===== src/rtl/pu_riscv_biu_arb.sv =====
// -----------------------------------------------------------------------------
// pu_riscv_biu_arb
//   Arbitrates two CPU bus-interface masters onto a single BIU slave (the
//   BIU-to-Wishbone bridge).
//   Port 0 is ibiu (instruction fetch) and port 1 is dbiu (load/store).
//   dbiu has priority, but only for STARVE_MAX consecutive grants while ibiu
//   waits. A granted burst owns the bus until its last beat or an error.
//   A locked owner keeps the bus (HOLD) until it drops both lock and strobe.
//
// Ports
//   HCLK, HRESET              clock, asynchronous active-high reset
//   ibiu_* / dbiu_*           master request inputs (stb, adri, size, type,
//                             prot, lock, we, d); responses (stb_ack, d_ack,
//                             adro, q, ack, err)
//   biu_*                     slave request outputs and slave responses
// -----------------------------------------------------------------------------
module pu_riscv_biu_arb #(
    parameter int XLEN       = 64,
    parameter int PLEN       = 64,
    parameter int STARVE_MAX = 4
) (
    input  logic            HCLK,
    input  logic            HRESET,

    input  logic            ibiu_stb_i,
    input  logic [PLEN-1:0] ibiu_adri_i,
    input  logic [2:0]      ibiu_size_i,
    input  logic [2:0]      ibiu_type_i,
    input  logic [2:0]      ibiu_prot_i,
    input  logic            ibiu_lock_i,
    input  logic            ibiu_we_i,
    input  logic [XLEN-1:0] ibiu_d_i,
    output logic            ibiu_stb_ack_o,
    output logic            ibiu_d_ack_o,
    output logic [PLEN-1:0] ibiu_adro_o,
    output logic [XLEN-1:0] ibiu_q_o,
    output logic            ibiu_ack_o,
    output logic            ibiu_err_o,

    input  logic            dbiu_stb_i,
    input  logic [PLEN-1:0] dbiu_adri_i,
    input  logic [2:0]      dbiu_size_i,
    input  logic [2:0]      dbiu_type_i,
    input  logic [2:0]      dbiu_prot_i,
    input  logic            dbiu_lock_i,
    input  logic            dbiu_we_i,
    input  logic [XLEN-1:0] dbiu_d_i,
    output logic            dbiu_stb_ack_o,
    output logic            dbiu_d_ack_o,
    output logic [PLEN-1:0] dbiu_adro_o,
    output logic [XLEN-1:0] dbiu_q_o,
    output logic            dbiu_ack_o,
    output logic            dbiu_err_o,

    output logic            biu_stb_o,
    output logic [PLEN-1:0] biu_adri_o,
    output logic [2:0]      biu_size_o,
    output logic [2:0]      biu_type_o,
    output logic [2:0]      biu_prot_o,
    output logic            biu_lock_o,
    output logic            biu_we_o,
    output logic [XLEN-1:0] biu_d_o,
    input  logic            biu_stb_ack_i,
    input  logic            biu_d_ack_i,
    input  logic [PLEN-1:0] biu_adro_i,
    input  logic [XLEN-1:0] biu_q_i,
    input  logic            biu_ack_i,
    input  logic            biu_err_i
);

    // state | meaning
    // IDLE  | no burst; combinational winner drives the slave
    // BUSY  | burst accepted, counting data beats for owner
    // HOLD  | locked owner keeps the bus between bursts

    typedef enum logic [1:0] {IDLE, BUSY, HOLD} state_t;

    localparam logic [2:0] STARVE_LIM = 3'(STARVE_MAX);

    // Burst type encodings of the BIU interface
    localparam logic [2:0] SINGLE = 3'd0, INCR  = 3'd1, WRAP4  = 3'd2, INCR4  = 3'd3,
                           WRAP8  = 3'd4, INCR8 = 3'd5, WRAP16 = 3'd6, INCR16 = 3'd7;

    state_t      state, state_nxt;
    logic        owner, owner_nxt;
    logic [4:0]  beats, beats_nxt;
    logic [2:0]  starve, starve_nxt;

    logic        win_valid, win_sel, sel;
    logic        sel_stb, sel_lock;
    logic [2:0]  sel_type;
    logic        fwd_stb, rt_stb_ack, rt_d_ack, rt_ack, rt_err;

    function automatic logic [4:0] burst_beats(input logic [2:0] btype);
        case (btype)
            SINGLE, INCR:   burst_beats = 5'd1;
            WRAP4,  INCR4:  burst_beats = 5'd4;
            WRAP8,  INCR8:  burst_beats = 5'd8;
            WRAP16, INCR16: burst_beats = 5'd16;
            default:        burst_beats = 5'd1;
        endcase
    endfunction

    // dbiu wins unless ibiu is waiting and has been passed over STARVE_MAX times
    assign win_valid = ibiu_stb_i | dbiu_stb_i;
    assign win_sel   = dbiu_stb_i & ~(ibiu_stb_i & (starve == STARVE_LIM));

    // Outside IDLE the registered owner steers both request and response paths
    assign sel      = (state == IDLE) ? win_sel : owner;
    assign sel_stb  = sel ? dbiu_stb_i  : ibiu_stb_i;
    assign sel_lock = sel ? dbiu_lock_i : ibiu_lock_i;
    assign sel_type = sel ? dbiu_type_i : ibiu_type_i;

    assign biu_adri_o = sel ? dbiu_adri_i : ibiu_adri_i;
    assign biu_size_o = sel ? dbiu_size_i : ibiu_size_i;
    assign biu_type_o = sel_type;
    assign biu_prot_o = sel ? dbiu_prot_i : ibiu_prot_i;
    assign biu_lock_o = sel_lock;
    assign biu_we_o   = sel ? dbiu_we_i   : ibiu_we_i;
    assign biu_d_o    = sel ? dbiu_d_i    : ibiu_d_i;

    always_ff @(posedge HCLK or posedge HRESET) begin
        if (HRESET) begin
            state  <= IDLE;
            owner  <= 1'b0;
            beats  <= 5'd0;
            starve <= 3'd0;
        end else begin
            state  <= state_nxt;
            owner  <= owner_nxt;
            beats  <= beats_nxt;
            starve <= starve_nxt;
        end
    end

    always_comb begin
        state_nxt  = state;
        owner_nxt  = owner;
        beats_nxt  = beats;
        starve_nxt = starve;
        fwd_stb    = 1'b0;
        rt_stb_ack = 1'b0;
        rt_d_ack   = 1'b0;
        rt_ack     = 1'b0;
        rt_err     = 1'b0;

        case (state)
            IDLE: begin
                // slave ack/err without an accepted burst are dropped here
                fwd_stb    = win_valid;
                rt_stb_ack = win_valid & biu_stb_ack_i;
                rt_d_ack   = win_valid & biu_d_ack_i;
                if (win_valid && biu_stb_ack_i) begin
                    state_nxt = BUSY;
                    owner_nxt = win_sel;
                    beats_nxt = burst_beats(sel_type);
                    if (!win_sel)
                        starve_nxt = 3'd0;
                    else if (ibiu_stb_i && starve != STARVE_LIM)
                        starve_nxt = starve + 3'd1;
                end
            end

            BUSY: begin
                rt_stb_ack = biu_stb_ack_i;
                rt_d_ack   = biu_d_ack_i;
                rt_err     = biu_err_i;
                rt_ack     = biu_ack_i & ~biu_err_i;
                if (biu_err_i) begin
                    beats_nxt = 5'd0;
                    state_nxt = sel_lock ? HOLD : IDLE;
                end else if (biu_ack_i) begin
                    beats_nxt = beats - 5'd1;
                    if (beats == 5'd1)
                        state_nxt = sel_lock ? HOLD : IDLE;
                end
            end

            HOLD: begin
                fwd_stb    = sel_stb;
                rt_stb_ack = sel_stb & biu_stb_ack_i;
                rt_d_ack   = biu_d_ack_i;
                if (sel_stb && biu_stb_ack_i) begin
                    state_nxt = BUSY;
                    beats_nxt = burst_beats(sel_type);
                end else if (!sel_lock && !sel_stb) begin
                    state_nxt = IDLE;
                end
            end

            default: state_nxt = IDLE;
        endcase
    end

    // Reset masks the combinational strobe and every response to the masters
    assign biu_stb_o      = fwd_stb & ~HRESET;
    assign ibiu_stb_ack_o = rt_stb_ack & ~sel & ~HRESET;
    assign dbiu_stb_ack_o = rt_stb_ack &  sel & ~HRESET;
    assign ibiu_d_ack_o   = rt_d_ack   & ~sel & ~HRESET;
    assign dbiu_d_ack_o   = rt_d_ack   &  sel & ~HRESET;
    assign ibiu_ack_o     = rt_ack     & ~sel & ~HRESET;
    assign dbiu_ack_o     = rt_ack     &  sel & ~HRESET;
    assign ibiu_err_o     = rt_err     & ~sel & ~HRESET;
    assign dbiu_err_o     = rt_err     &  sel & ~HRESET;

    assign ibiu_q_o    = biu_q_i;
    assign dbiu_q_o    = biu_q_i;
    assign ibiu_adro_o = biu_adro_i;
    assign dbiu_adro_o = biu_adro_i;

endmodule


===== config.mk =====
export PLATFORM = sky130hd
export DESIGN_NAME = pu_riscv_biu_arb
export DESIGN_NICKNAME = d
export VERILOG_FILES = /design/src/rtl/pu_riscv_biu_arb.sv
export SDC_FILE = /design/constraint.sdc
export NUM_CORES = 1
export LEC_CHECK = 0
export CORE_AREA = 10 10 309 311
export DETAILED_ROUTE_END_ITERATION = 8
export DIE_AREA = 0 0 319 321
export SLEW_MARGIN = 20
export SYNTH_ARGS = -nofsm -noshare
export SYNTH_HDL_FRONTEND = slang
export SYNTH_SLANG_ARGS = --single-unit

===== constraint.sdc =====
create_clock -name HCLK -period 2.32 [get_ports HCLK]
set_input_delay 0.232 -clock HCLK [delete_from_list [all_inputs] [get_ports HCLK]]
set_output_delay 0.232 -clock HCLK [all_outputs]
set_load 0.05 [all_outputs]

======== Word-level counts from Yosys, hierarchy flattened ========
Memory sizes are Yosys's and may differ from the RTL's.
Cells that the tools add are included.
word-level totals
  register bits after elaboration ......... 11
  memory bits (read-only) ................. 64
  bits of input ports ..................... 414
  output and inout bits ................... 404
  logic and storage cells ................. 89
  memories kept ........................... 2
memories
  memory            words  bits a word  rd ports  clocked after Yosys merged registers in  write ports  line  text
  (name not given)  8      4            1         0                                        0            95    case (btype)
  (name not given)  8      4            1         0                                        0            95
operators by class
  add/sub/neg operators ................... 2
  eq/ne operators ......................... 11
  muxes and demuxes ....................... 29
  bitwise gates (word level) .............. 28
  reduce and logical (&&, ||, !) cells .... 13
operators with widths
  cell                                                                     number
  64-bit 2-to-1 mux                                                        2
  1-bit AND                                                                23
  5-bit 2-to-1 mux                                                         4
  3-bit 2-to-1 mux                                                         5
  5-bit one-hot mux with 3 select lines                                    1
  2-bit 2-to-1 mux                                                         7
  3-bit inequality test, second input constant                             4
  4-bit AND reduction                                                      2
  1-bit 2-to-1 mux                                                         6
  2-bit one-hot mux with 3 select lines                                    1
  5-bit by 1-bit equality test with 1-bit output, second input constant    1
  5-bit by 1-bit subtractor with 5-bit output, second input constant       1
  1-bit logical AND                                                        4
  2-bit by 1-bit inequality test with 1-bit output, second input constant  2
  1-bit NOT                                                                4
  1-bit one-hot mux with 2 select lines                                    2
  3-bit by 1-bit adder with 3-bit output, second input constant            1
  3-bit equality test, second input constant                               1
  1-bit one-hot mux with 3 select lines                                    1
  3-bit AND reduction                                                      1
  3-bit nonzero test                                                       1
  2-bit by 1-bit equality test with 1-bit output, second input constant    1
  2-bit equality test, second input constant                               1
  1-bit logical NOT                                                        2
  other kinds (5)                                                          5

======== Longest topological paths before layout ========
  word-level depth ........................ 11
  mapped depth ............................ 9
  gate-level depth less buffers ........... 7

======== Least setup slack after synthesis ========
Ideal clock, no wire load.
  path type ............................... reg2out
  start ................................... register state[0]
  end ..................................... output port biu_adri_o[24]
  data arrival time ....................... 2.157 ns
  data required time ...................... 2.088 ns
  path slack .............................. -0.069 ns
  cell stages (with the launch flop) ...... 10
  buffers on the path ..................... 3
  cells stage by stage .................... dfrtp_1 > inv_1 > ha_1 > and2b_4 > a31o_2 > clkbuf_1 > clkbuf_1 > clkbuf_1 > nand2_1 > nand2_1
on the way
  cells in the longest elaborated chain, start to end .. 3
ends and longest elaborated chain
  item                      line  text
  start: declaration        84    state_t state, state_nxt;
  start signal: assignment  129   state <= state_nxt;
  2-bit logical NOT         109   assign sel = (state == IDLE) ? win_sel : owner;
  1-bit 2-to-1 mux          109
  64-bit 2-to-1 mux         114   assign biu_adri_o = sel ? dbiu_adri_i : ibiu_adri_i;
  end: declaration          56    output logic [PLEN-1:0] biu_adri_o,
Every way passes these cells.

======== Worst setup path in the final report ========
  start ................................... register state[1]
  end ..................................... output port biu_d_o[19]
on the way
  cells in the longest elaborated chain, start to end .. 3
ends and longest elaborated chain
  item               line  text
  2-bit logical NOT  109
  1-bit 2-to-1 mux   109
  64-bit 2-to-1 mux  120   assign biu_d_o = sel ? dbiu_d_i : ibiu_d_i;
  end: declaration   62    output logic [XLEN-1:0] biu_d_o,
Every way passes these cells.

==> run summary <==
Fraction of registers with async set/reset: 100%
GR Util All Layers: 11.6%
Final Cycle Share: 104%
Pin count of the biggest net entering global routing: 25
FILL cells: 10,235
R2R depth: 8
DRC errors left: 0
Num Clock Sinks: 11
Die ar.: 0.102 mm^2
Setup ws final: -0.100 ns
Setup Skew: 0.00400 ns
Cell Area, Synth: 0.00457 mm^2
Outcome: finished with violations
R2r endpoint: beats[4]$_DFFE_PP0P_
Top FF cell, synth: dfrtp_1
Final hold violation count: 0
Fraction of layout cells with a size suffix above 1: 43.4%
P_leak: 4.90 nW
Initial antenna violation count: 45
Peak supply drop: 0.778 mV
Worst hold slack: 0.390 ns
Tightest Pin Transition: 0.373 ns
WP data required: 2.09 ns
Crit path arrival time: 2.19 ns
Unique masters post-synth: 39
Core area: 0.0893 mm^2
Pwr Density: 1660 mW/mm^2
Setup CP Type: reg -> out
Starting Density: 5.11%
Io pins: 818
Reg2Reg Setup Slack: -0.01 ns
Post-Syn Area per Cell: 5.58 um^2
Vias: 6,120
DRT Wirelength: 63.6 mm
CP endpoint kind: output port
Clock latency on the worst-skew pair: 0.24 ns
Final #Nets: 1,447
Vias per cell: 2.78
Worst r2r src: state[1]$_DFFE_PP0P_
Seq/Total Area, Yosys: 6.03%
Most common cell in the synthesized netlist: nand2_1
First-pass GRT wire length: 76.8 mm
RSZ-0062 raised after global routing: true
Max-slew headroom: 74.8%
Yosys top cell by area: buf_4
Root Driver: clkbuf_16
Total Neg Setup Slack: -5.16 ns
Yosys Warn Count: 0
Max frequency: 413 MHz
Chip Height: 321 um
Cts bufs inserted: 3
EDFF count, synth: 0
CP max FO: 7
Max Slew Vio Count: 0
Total gr overflow: 0
Cells after synthesis: 818
Min Tclk post-route: 2.42 ns
Synth top area share: 42.1%
Avg WL per Cell: 28.8 um
Post-synth net total: 1,240
Post-DP HPWL: 54.6 mm
Number of global-route vias before repair: 6,499
CTS tree: done
Clk slew on worst S/H paths: 0.04 ns
Deepest clock path buffer count: 2
Remaining antenna violation count: 0
Synth Register Bits: 11
Worst Setup Start Kind: flip-flop
Number of H-tree levels: 1
Setup-violating endpoint count in the final report: 106
Routability Congestion: 0.826
Maxcap violations: 0
P&R area growth vs syn: 156%
Die Wd: 319 um
Non-filler cells, final: 2,204
Fin util: 13.1%
Failing checks: setup timing
Rows: 110
Port Buffers: 433
Synth top area cells: buf_4, nand2_1, dfrtp_1, clkbuf_1, ha_1
DR iter-0 viols: 228
# placed instances: 2,165
Commonest cells in the netlist: nand2_1, buf_4, clkbuf_1
Detailed Routing Iterations Pass 1: 5
Hold Crit Class: in -> async
==> area by class of cell <==
type | count | area [um^2] | share of cell area [%]
antenna | 4 | 10.0 | 0.0855
clock buffer | 4 | 78.8 | 0.674
inverter | 13 | 48.8 | 0.417
multi-input combinational | 503 | 3180 | 27.1
sequential | 11 | 275 | 2.35
tap | 1176 | 1470 | 12.6
timing repair buffer | 493 | 6640 | 56.8
==> flip-flops by register name (all words and copies together), names as in the netlist <==
| register | count |
|---|---|
| beats | 5 |
| owner | 1 |
| starve | 3 |
| state | 2 |
==> worst max-delay path by stage <==
stage / startpoint / end / slack (ns)
finish: state[1]$_DFFE_PP0P_ / biu_d_o[19] / -0.10
global route: state[1]$_DFFE_PP0P_ / biu_d_o[40] / -0.15
CTS: state[1]$_DFFE_PP0P_ / biu_d_o[44] / -0.08
detailed placement: ibiu_stb_i / biu_size_o[0] / -0.22
global placement: ibiu_stb_i / biu_size_o[0] / -0.19
floorplan: state[0]$_DFFE_PP0P_ / ibiu_ack_o / 0.03
==> worst max-delay path: stages (launching register included) <==
cell and delay [ns]:
dfrtp_1 0.38, inv_2 0.09, ha_4 0.14, buf_6 0.10
and2b_4 0.20, a31o_4 0.22, buf_12 0.15, buf_12 0.15
clkbuf_16 0.19, nand2_2 0.08, nand2_2 0.06, buf_12 0.15
==> report_power, final <==
group | total (mW) | leakage, nW | switching (mW) | internal (mW)
Combinational | 18.8 | 4.72 | 10.6 | 8.18
Sequential | 0.349 | 0.143 | 0.0800 | 0.269
Clock | 0.321 | 0.0382 | 0.0901 | 0.231
Total | 19.4 | 4.90 | 10.8 | 8.68
==> routing by layer <==
layer	vias to the layer above	global-route usage, %	share of wire, %
met4	26	0.852	1.0
met3	86	11.3	22
met5	-	0	0.27
met1	2678	12.5	36
met2	654	17.0	41
li1	2676	-	-
==> cell usage in the layout (no fill, tap or decap), types with 3 or more instances in the layout <==
cell,n
buf_12,148
o21ai_0,9
nor3_1,3
nand2_2,139
inv_1,10
buf_4,33
diode_2,4
inv_2,3
clkdlybuf4s50_1,284
ha_1,6
nand3_1,6
o211ai_1,4
clkbuf_16,7
nor2_1,9
buf_16,12
nand2_4,70
buf_6,9
dfrtp_1,11
nand2_1,209
==> through the flow <==
stage	area [um^2]	total power [mW]	setup slack (ns)
after global placement	10300	16.4	-0.189
after CTS	11300	19.1	-0.0840
final	11700	19.4	-0.100
after global routing	11700	20.4	-0.148
after detailed placement	10300	16.4	-0.221
after floorplan	4820	8.96	0.0319
==> cell families after synthesis <==
group                    count (synthesis)  share of synthesized area (%)
flip-flops                              11                           6.03
AND/OR/NAND/NOR                        458                           39.4
buffers and inverters                  305                           46.5
AO/OA/AOI/OAI                           30                           4.52
adder cells (fa/ha/maj)                  8                           2.19
multiplexers                             6                           1.42
==> timing repair <==
| item | CTS | global route |
|---|---|---|
| pin swaps | 41 | 17 |
| setup endpoints to repair | 142 | 147 |
| gates cloned | 11 | 4 |
| hold buffers | 0 | 0 |
| setup buffers | 14 | 3 |
| gates resized for setup | 151 | 81 |
No activity file was read; power rests on OpenSTA's default activity.
